### src/rtl/shift_load_ctrl.sv
// shift_load_ctrl: accepts parallel words over valid/ready, issues one load pulse per
// word to the downstream shift_register, then exactly WIDTH shift pulses.
// Optional build macro SHIFT_LOAD_CTRL_PREFETCH_EN adds a one-entry prefetch register
// so the next word can be loaded directly after the last shift of the current one.
module shift_load_ctrl #(
   parameter int unsigned WIDTH    = 5,
   parameter logic        FILL_BIT = 1'b0
) (
   input  logic             clk,
   input  logic             rst,
   input  logic [WIDTH-1:0] in_data,
   input  logic             in_valid,
   output logic             in_ready,
   output logic [WIDTH-1:0] sr_load_data,
   output logic             sr_load,
   output logic             sr_shift,
   output logic             sr_shift_in,
   output logic             busy,
   output logic             word_done
);

   localparam int unsigned   CNT_W    = (WIDTH > 1) ? $clog2(WIDTH) : 1;
   localparam logic [CNT_W-1:0] CNT_LAST = CNT_W'(WIDTH - 1);

   typedef enum logic [1:0] {
      StIdle,
      StLoad,
      StShift
   } state_e;

   state_e             state_q, state_d;
   logic [CNT_W-1:0]   cnt_q, cnt_d;
   logic [WIDTH-1:0]   load_data_q, load_data_d;
   logic               sr_load_q, sr_shift_q, busy_q, word_done_q;
   logic               accept;
   logic               last_shift;

`ifdef SHIFT_LOAD_CTRL_PREFETCH_EN
   logic               pf_valid_q, pf_valid_d;
   logic [WIDTH-1:0]   pf_data_q, pf_data_d;
`endif

   assign accept      = in_valid && in_ready;
   assign last_shift  = (state_q == StShift) && (cnt_q == CNT_LAST);
   assign sr_shift_in = FILL_BIT;

   // Ready decodes state directly; held low while reset is asserted.
   always_comb begin
      in_ready = 1'b0;
      if (!rst) begin
         if (state_q == StIdle) begin
            in_ready = 1'b1;
         end
`ifdef SHIFT_LOAD_CTRL_PREFETCH_EN
         else begin
            in_ready = !pf_valid_q;
         end
`endif
      end
   end

   // Next-state, counter and load-data selection.
   always_comb begin
      state_d     = state_q;
      cnt_d       = cnt_q;
      load_data_d = load_data_q;
`ifdef SHIFT_LOAD_CTRL_PREFETCH_EN
      pf_valid_d  = pf_valid_q;
      pf_data_d   = pf_data_q;
`endif
      unique case (state_q)
         StIdle: begin
            if (accept) begin
               state_d     = StLoad;
               load_data_d = in_data;
            end
         end
         StLoad: begin
            state_d = StShift;
            cnt_d   = '0;
`ifdef SHIFT_LOAD_CTRL_PREFETCH_EN
            if (accept) begin
               pf_valid_d = 1'b1;
               pf_data_d  = in_data;
            end
`endif
         end
         StShift: begin
            if (last_shift) begin
               // Counter parks at its last value; it is cleared again in StLoad.
               state_d = StIdle;
`ifdef SHIFT_LOAD_CTRL_PREFETCH_EN
               if (pf_valid_q) begin
                  state_d     = StLoad;
                  load_data_d = pf_data_q;
                  pf_valid_d  = 1'b0;
               end else if (accept) begin
                  // Empty prefetch slot: a word taken now goes straight to load.
                  state_d     = StLoad;
                  load_data_d = in_data;
               end
`endif
            end else begin
               cnt_d = cnt_q + 1'b1;
`ifdef SHIFT_LOAD_CTRL_PREFETCH_EN
               if (accept) begin
                  pf_valid_d = 1'b1;
                  pf_data_d  = in_data;
               end
`endif
            end
         end
         default: state_d = StIdle;
      endcase
   end

   // State and registered outputs, derived from next state so they align with it.
   always_ff @(posedge clk) begin
      if (rst) begin
         state_q     <= StIdle;
         cnt_q       <= '0;
         load_data_q <= '0;
         sr_load_q   <= 1'b0;
         sr_shift_q  <= 1'b0;
         busy_q      <= 1'b0;
         word_done_q <= 1'b0;
      end else begin
         state_q     <= state_d;
         cnt_q       <= cnt_d;
         load_data_q <= load_data_d;
         sr_load_q   <= (state_d == StLoad);
         sr_shift_q  <= (state_d == StShift);
         busy_q      <= (state_d != StIdle);
         word_done_q <= (state_d == StShift) && (cnt_d == CNT_LAST);
      end
   end

`ifdef SHIFT_LOAD_CTRL_PREFETCH_EN
   // Prefetch slot; contents are dropped on reset.
   always_ff @(posedge clk) begin
      if (rst) begin
         pf_valid_q <= 1'b0;
         pf_data_q  <= '0;
      end else begin
         pf_valid_q <= pf_valid_d;
         pf_data_q  <= pf_data_d;
      end
   end
`endif

   assign sr_load_data = load_data_q;
   assign sr_load      = sr_load_q;
   assign sr_shift     = sr_shift_q;
   assign busy         = busy_q;
   assign word_done    = word_done_q;

endmodule

### config.mk
export PLATFORM = sky130hd
export DESIGN_NAME = shift_load_ctrl
export DESIGN_NICKNAME = d
export VERILOG_FILES = /design/src/rtl/shift_load_ctrl.sv
export SDC_FILE = /design/constraint.sdc
export NUM_CORES = 1
export LEC_CHECK = 0
export ABC_AREA = 1
export BUFFER_PORTS_ARGS = -buffer_cell sky130_fd_sc_hd__buf_2
export CAP_MARGIN = 15
export CORE_ASPECT_RATIO = 0.9
export CORE_MARGIN = 3
export CORE_UTILIZATION = 30
export DETAILED_ROUTE_END_ITERATION = 16
export GPL_TIMING_DRIVEN = 0
export MAX_ROUTING_LAYER = met4
export PLACE_DENSITY = 0.5
export SKIP_CTS_REPAIR_TIMING = 1
export SLEW_MARGIN = 20
export SYNTH_ARGS = -nofsm -noshare
export SYNTH_HDL_FRONTEND = slang
export SYNTH_SLANG_ARGS = --single-unit
### constraint.sdc
create_clock -name clk -period 1.5 [get_ports clk]
set_input_delay 0.15 -clock clk [delete_from_list [all_inputs] [get_ports clk]]
set_output_delay 0.15 -clock clk [all_outputs]
set_load 0.02 [all_outputs]
Word-level counts from Yosys, hierarchy flattened
Index checks and enable logic that the tools add are counted.
{ "word_totals": {"register_bits": 14, "latch_bits": 0, "mem_bits_rw": 0, "mem_count": 0, "romBits": 0, "elab_cells": 27, "in_bits": 8, "output_inout_bits": 11} }
{ "op_classes": {"bitwise_logic": 0, "n_eq_ne": 6, "shifts": 0, "div_mod_pow": 0, "reduce_logical": 6, "mul": 0, "add_sub_neg": 1, "n_lt_le_gt_ge": 0, "mux": 7} }
{ "ops": {"columns": ["op", "count"], "rows": [
  ["3-bit == test (second input constant)", 2],
  ["2-bit case mux with 3 select lines", 1],
  ["3-bit case mux with 2 select lines", 1],
  ["2-bit by 1-bit == test with 1-bit output (second input constant)", 2],
  ["2-bit == test (second input constant)", 2],
  ["2-bit two-way mux", 2],
  ["3-bit by 1-bit adder with 3-bit output (second input constant)", 1],
  ["1-bit logical AND", 3],
  ["3-bit two-way mux", 1],
  ["2-bit logical NOT", 1],
  ["1-bit two-way mux", 2],
  ["2-bit AND reduction", 1],
  ["2-bit nonzero test", 1]
]} }

Depth between registers and ports, before layout
Gate-level depths: netlist (run 1).
{ "logic_depth": {"word_depth": 8, "depth_mapped": 9, "mapped_depth_nobuf": 9} }

Worst setup path after synthesis (run 1)
Ideal clock, no wire load.
{ "synth_timing": {"kind": "reg2reg", "from": "register state_q[0]", "to": "register word_done_q (netlist: word_done)", "n_path_buf": 0, "stages_incl_launch_ff": 10, "arrival_ns": 1.136, "synth_period_minus_slack_ns": 1.248, "t_required_ns": 1.388, "setup_time_ns": 0.112, "slack_ns": 0.252, "path_cell_list": "dfxtp_1 inv_1 ha_1 nand2_1 inv_1 nand2_1 o21ai_0 inv_1 nand3_1 nor2_1"} }
{ "synth_between": {"elab_chain_cells": 8, "elab_cells_between_ends": 15, "classes_between": "eq/ne: 4; mux: 7; reduce/logical: 4"} }
{ "synth_lines": {"columns": ["item", "line", "text"], "rows": [
  ["start: declaration", "31", "state_e state_q, state_d;"],
  ["start signal: assignment", "120", "state_q <= StIdle;"],
  ["start signal: assignment", "128", "state_q <= state_d;"],
  ["2-bit logical NOT", "51, 71", null],
  ["1-bit two-way mux", "51", "if (state_q == StIdle) begin"],
  ["1-bit two-way mux", "50", "if (!rst) begin"],
  ["1-bit logical AND", "43", "assign accept = in_valid && in_ready;"],
  ["2-bit two-way mux", "73", "if (accept) begin"],
  ["2-bit case mux with 3 select lines", "71", "unique case (state_q)"],
  ["2-bit == test", "134", "word_done_q <= (state_d == StShift) && (cnt_d == CNT_LAST);"],
  ["1-bit logical AND (*)", "134", null],
  ["end signal: assignment", "134", null],
  ["end: declaration", "34", "logic sr_load_q, sr_shift_q, busy_q, word_done_q;"]
]} }
Mark *: on every way between the ends. The rest lies on a longest branch, timed or not.
A chain may end at the register's enable or synchronous reset.

Worst setup path after layout (run 1)
{ "layout_timing": {"from": "register state_q[0]", "to": "output in_ready"} }
{ "layout_between": {"elab_chain_cells": 3} }
{ "layout_lines": {"columns": ["item", "line", "text"], "rows": [
  ["2-bit logical NOT", "51", null],
  ["1-bit two-way mux", "51", null],
  ["1-bit two-way mux", "50", null],
  ["end: declaration", "13", "output logic in_ready,"]
]} }
No other way between the ends.

==> results of run 1 <==
==> stage by stage <==
step / setup TNS (ps) / std cells / power, mW / area, um2
global placement: 0 / 128 / 0.5547 / 752.0
CTS: 0 / 132 / 0.8227 / 788.3
detailed placement: 0 / 128 / 0.5549 / 752.0
finish: 0 / 132 / 0.8105 / 798.3
global route: -7.227 / 132 / 0.8657 / 798.3
floorplan: 0 / 86 / 0.5085 / 635.6
==> kinds of logic after synthesis <==
kind of cell	count (synthesis)	synth area share
fa+ha+maj	5	0.09843
simple gates	46	0.3209
compound gates	5	0.03936
buf+inv	15	0.09449
flops	14	0.4409
other cells	1	0.005900
==> critical path, cell delays in order, from the launching register on <==
cell and delay [ps]:
sky130_fd_sc_hd__dfxtp_2 340, sky130_fd_sc_hd__inv_1 110, sky130_fd_sc_hd__ha_2 230, sky130_fd_sc_hd__inv_1 50, sky130_fd_sc_hd__nor2_1 70, sky130_fd_sc_hd__buf_2 160
==> how the worst max path moves through the flow <==
stage / slack (ps) / end / startpoint
detailed placement: 90 / word_done$_SDFF_PP0_ / state_q[0]$_SDFF_PP0_
floorplan: 250 / word_done$_SDFF_PP0_ / state_q[0]$_SDFF_PP0_
global route: -7 / in_ready / state_q[0]$_SDFF_PP0_
CTS: 50 / in_ready / state_q[0]$_SDFF_PP0_
global placement: 100 / word_done$_SDFF_PP0_ / state_q[0]$_SDFF_PP0_
finish: 110 / in_ready / state_q[0]$_SDFF_PP0_
==> state kept, by name (all words and copies together) (netlist names) <==
register and cells:
sr_load_data 5, cnt_q 3, busy 1, sr_load 1
state_q 2, word_done 1, sr_shift 1
==> cells in the final DEF, fill, tap and decap left out, drive strengths merged, types with 2 or more instances in the layout <==
cell type and count:
a21oi 2, buf 18, clkbuf 4, dfxtp 14, ha 5, inv 14, nand2 25, nand3 11
nor2 10, o21ai 3
==> power by group through the flow <==
stage,logic [mW],registers [mW],clock network [mW]
floorplan,0.0704,0.438,0
global placement,0.140,0.415,0
detailed placement,0.140,0.415,0
CTS,0.141,0.406,0.276
global route,0.159,0.410,0.297
finish,0.141,0.407,0.263
==> routing by layer <==
layer  global-route usage  share of wire  wire (um)
met5                    -              0          0
met1               0.1160           0.50        586
met4              0.02490         0.0051          6
met2               0.1594           0.44        511
met3              0.06344          0.055         64
==> layout make-up <==
cell class / count / area [um2] / share of cell area
plain buffers: 1 / 7.507 / 0.009404
clock buffers: 4 / 36.28 / 0.04545
inverters: 14 / 52.55 / 0.06583
multi-input cells: 57 / 302.8 / 0.3793
flip-flops and latches: 14 / 282.8 / 0.3542
repair buffers: 17 / 85.08 / 0.1066
well taps: 25 / 31.28 / 0.03918
==> run summary, run 1 <==
The max-slew violation count came out at 0. Port buffering added 17 buffers. The part of the Yosys area used for sequential elements was 0.4409; the area share of the leading cell type in the synthesized netlist was 0.4409. By instance count, the leading cell after synthesis is sky130_fd_sc_hd__nand2_1. The hold-critical path endpoint is sr_load_data[0]$_SDFFE_PP0P_. The flow ran to the end, and the final reports show no timing, DRC or antenna violations. The final standard cell utilization of the core was 0.4051; the number of fillers in the final layout was 224. In this run the critical register-to-register path is captured at word_done$_SDFF_PP0_. The mapped netlist covers 635.6 um2. The net switching share of the total power came out at 0.2672. Measured in cells, the most critical reg-to-reg path has a length of 9.

The total iterations of the first detailed-routing run came out at 3. The clock group share of total power was 0.324; the final global-route overflow total was 0. The count of nets left with antenna violations once routing finished came out at 0. Static timing analysis puts the maximum clock frequency at 718.6 MHz.

The tree built by TritonCTS fans out to 14 sinks. The run gives 0 as the count of final hold-check violations. Ranked by total cell area, the synthesized netlist is headed by sky130_fd_sc_hd__dfxtp_1, sky130_fd_sc_hd__nand2_1, sky130_fd_sc_hd__ha_1. The detailed router placed 539 vias in this run. For this run, design rule violations remaining after detail routing come to 0. Along the worst path, the maximum fanout reaches 4. The share of power burned in combinational logic is 0.174. 0 antenna diodes ended up in the layout. Setup repair after global routing could not meet its margin everywhere. At the placement stage, the worst setup path has a slack of 88.28 ps. The largest buffer count on any clock path is 2, and the layout-stage area growth over the synthesis result is 25.59%.

The tools report the startpoint class of the critical path as a flip-flop. The synthesized design spends more area on one cell type than any other, namely sky130_fd_sc_hd__dfxtp_1. After synthesis, the netlist uses 13 different library cells.

The top-level I/O count was 19. The logs give 1.169 mm for the routed wire length and 121 for the number of nets at the end of the flow. Cell internal power was estimated by the tool at 0.5939 mW. The count of final setup violators came out at 0. The vias per cell was 4.083.

The logs give 0.502 for the fraction of power consumed by sequential logic and 516 for the number of global-route vias before repair. Depth of the CTS H-tree: 1. The worst hold path belongs to the class input pin to flip-flop. The critical path is of the flip-flop to primary output type.

The run gives 0.3225 as the effective utilization at floorplan. The cell at the root of the clock tree was sky130_fd_sc_hd__clkbuf_4. For the placed wire-length estimate after detailed placement, the log shows 907.8 um. The switching power total is 0.2166 mW, and the critical path data arrival time is 1240 ps. The die is 54.52 um wide. The static power due to leakage was 0.4309 nW. Final setup skew: 4.304 ps.

The run gives 86 as the number of cells produced by synthesis. Among all flip-flop cells after synthesis, the most frequent one is sky130_fd_sc_hd__dfxtp_1. The core area came out at 0.001971 mm2.

The start point of the worst min-delay path is in_data[0]. The tools report the net count of the mapped netlist as 99. In the synthesized netlist, the cells that appear most often are sky130_fd_sc_hd__nand2_1, sky130_fd_sc_hd__dfxtp_1, sky130_fd_sc_hd__inv_1, sky130_fd_sc_hd__nor2_1, sky130_fd_sc_hd__nand3_1. The ratio of total power to cell area is 1015 mW/mm2. The logs give 0 for the initial antenna violation count and 15 for the cell row count. The endpoint class of the critical path was a primary output. The count of cells along the worst hold path was 3; the reg-to-reg setup timing slack was 110 ps. The share of cells above drive strength 1 was 0.2804; the clock transition at the register clock pins on the worst setup and hold paths after CTS was 80 ps. The CTS buffer count was 3.

IR analysis of the VDD net gives a maximum drop of 0.0004862 V. The clock period could shrink to 1392 ps. The post-synthesis async set-or-reset flop share works out to 0. The tool flagged a number of max-cap violations equal to 0. The setup slack after layout came out at 108.3 ps. The first global-routing pass estimated 2.007 mm of wire.

The clock reaches the later pin of the worst-skew pair after 280 ps. Across all hold checks on the routed design, the worst slack comes to 64.89 ps. The first routing iteration left 6 violations. The average wire per standard cell is 8.856 um. The data required time at the worst endpoint came out at 1350 ps. After synthesis the netlist holds a flip-flop and latch count of 14. The final RePlAce weighted congestion was 0.7769; the total track usage was 0.1051. The tools report the startpoint of the worst register-to-register path as state_q[1]$_SDFF_PP0_.

Area enclosed by the die boundary: 0.002708 mm2. The Yosys step of the flow raised 0 warnings. Number of flops mapped to enable cells by yosys: 0.

The average cell area after synthesis is 7.391 um2, and the y dimension of the die is 49.67 um. TritonCTS built the clock tree. The post-route clock period utilization was 0.9278; the largest net degree at the start of global routing was 9.
Note: power is estimated with default switching activity, not from simulation.
==> run 2: changes to the inputs <==
==> constraint.sdc (replaced) <==
create_clock -name clk -period 1.5 [get_ports clk]
set_input_delay 0.3 -clock clk [delete_from_list [all_inputs] [get_ports clk]]
set_output_delay 0.3 -clock clk [all_outputs]
set_load 0.02 [all_outputs]
==> run 2 against run 1 <==
Against the previous run:
- register-to-register slack better by 90 ps
- sequential power about the same
- sequential cell count unchanged
- clock skew up 1.2 ps
- critical endpoint unchanged
==> run summary, run 2 (synthesis gave the netlist of run 1 again) <==
The endpoint class of the critical path was a primary output. In this run the worst hold path is classified as input pin to flip-flop. The instance count after placement with tap cells included is 128 (unchanged).

The depth of the CTS H-tree is 1 (unchanged), and the count of final setup violators is 0 (unchanged). The run finished with clean final reports. Area enclosed by the die boundary: 0.002708 mm2 (unchanged). The number of global-route vias before repair was 516 (unchanged).

The post-placement worst setup slack was 88.28 ps (unchanged); the total iterations of the first detailed-routing run was 3 (unchanged). The top-level I/O count came out at 19 (unchanged). Share of cells above drive strength 1: 0.3178 (+0.03738). The via count of the routed design came out at 547 (+1.5%). The logs give 521 um (+2.0%) for the amount of wire on met2 after detailed routing and 68.00 ps (-40.32 ps) for the setup slack after layout.

The run gives 9 (unchanged) as the largest net degree at the start of global routing. The library cell used most frequently in the layout, excluding fill and tap cells, is sky130_fd_sc_hd__nand2_1. The max-slew violation count came out at 0 (unchanged). Antenna violation net count after detailed routing: 0 (unchanged). For the static power due to leakage, the log shows 0.4352 nW (+0.99%). Number of nets at the end of the flow: 121 (unchanged). The top cell types in the final layout, fill and taps aside, are sky130_fd_sc_hd__nand2_1, sky130_fd_sc_hd__buf_2, sky130_fd_sc_hd__dfxtp_1, sky130_fd_sc_hd__inv_1.

The clock transition at the register clock pins on the worst setup and hold paths after CTS was 80 ps (about the same). The highest routing layer actually used is met4. The routed wire length came out at 1.173 mm (+0.34%).

The initial antenna violation count came out at 0 (unchanged). The logs give 0 (unchanged) for the reported max-cap violation count and 0.0005020 V (+3.2%) for the maximum VDD drop. The run gives 0.001971 mm2 (unchanged) as the core area. STA classifies the critical path startpoint as a flip-flop. The number of inserted diodes is 0 (unchanged). Minimum clock period after layout: 1432 ps (+40.32 ps). The tools report the global-route wire length before repair as 2.007 mm (unchanged). The number of clock sinks is 14 (unchanged), and the vias per cell is 4.144 (+1.5%). The violation count after the first detailed-routing iteration was 4 (-2); the die outline width was 54.52 um (unchanged).

Source-to-sink clock delay at the later pin of the worst-skew pair: 280 ps (about the same). The average wire per standard cell was 8.886 um (+0.34%); the cell row count was 15 (unchanged). For the summed negative setup slack over all endpoints, the log shows 0 ps (unchanged). TritonCTS built the clock tree. The count of final hold-check violations is 0 (unchanged), and the y dimension of the die is 49.67 um (unchanged).

For the critical path data arrival time, the log shows 1130 ps (-110 ps). Number of input and output port buffers inserted: 17 (unchanged). The biggest fanout along the worst timing path was 5 (+1); the post-route clock period utilization was 0.9547 (+0.02688). The run gives 578 um (-1.4%) as the post-route met1 wirelength. The run gives 0.7769 (unchanged) as the final RePlAce weighted congestion. Clock tree synthesis selected as its root buffer the cell sky130_fd_sc_hd__clkbuf_4.

The CTS buffer count was 3 (unchanged). The run gives 907.8 um (unchanged) as the placed wire-length estimate after detailed placement. The reg-to-reg setup timing slack is 200 ps (+90 ps), and the fmax is 698.3 MHz (-2.8%). The critical path in this run is classified as flip-flop to primary output. The largest buffer count on any clock path was 2 (unchanged).

The effective utilization at floorplan was 0.3225 (unchanged). The total track usage is 0.1051 (unchanged), and the filler-free cell count of the finished design is 132 (unchanged). The flip-flop count of the largest register, all copies and words added is 5 (unchanged), and the final global-route overflow total is 0 (unchanged). Ratio of total power to cell area: 1005 mW/mm2 (-1.0%).

The run gives 0 (unchanged) as the detailed-route DRC error count. The routed wire length on met3 was 67 um (+4.7%). The tools report the data required time at the worst endpoint as 1200 ps (-150 ps). The final setup skew is 5.518 ps (+1.213 ps), and the layout-stage area growth over the synthesis result is 28.94%.
==> run 2: report_power, final <==
group          total, mW  leakage, nW  internal, mW  switching, mW
Combinational      0.153        0.298        0.0598         0.0934
Sequential         0.407        0.116         0.394         0.0128
Clock              0.263       0.0210         0.148          0.116
==> run 2: area by class of cell <==
class	instances	area, um2
sequential	14	289.0
clock buffer	4	36.28
tap	25	31.28
buffer	1	7.507
multi-input combinational	57	312.8
inverter	14	55.05
timing repair buffer	17	87.58
fill	223	1151
==> run 2: critical path, stage by stage (launching register included) <==
cell and delay [ps]:
sky130_fd_sc_hd__dfxtp_4 370, sky130_fd_sc_hd__inv_2 70, sky130_fd_sc_hd__ha_4 150, sky130_fd_sc_hd__inv_2 40, sky130_fd_sc_hd__nor2_2 90, sky130_fd_sc_hd__buf_4 140
==> run 2: metal layers <==
layer / global-route usage / vias up
met5: - / -
met4: 0.02490 / 0
met3: 0.06344 / 2
met2: 0.1594 / 12
met1: 0.1160 / 228
li1: - / 305
==> run 2: path summary, 6_finish.rpt <==
kind,from,end,cells after the start
worst max-delay path,state_q[1]$_SDFF_PP0_,in_ready,5
worst min-delay path,in_data[0],sr_load_data[0]$_SDFFE_PP0P_,3
worst max register to register,state_q[0]$_SDFF_PP0_,word_done$_SDFF_PP0_,8
worst min register to register,sr_load_data[0]$_SDFFE_PP0P_,sr_load_data[0]$_SDFFE_PP0P_,2
==> run 2: per-stage QoR <==
step	utilization	power, mW	cell area, um2	hold WS [ps]
after global placement	0.3816	0.5547	752.0	452.5
final	0.4159	0.8235	819.5	215.7
after global routing	0.4159	0.8793	819.5	217.3
after detailed placement	0.3816	0.5549	752.0	452.7
after floorplan	-	0.5085	635.6	369.1
after CTS	0.4000	0.8227	788.3	201.1
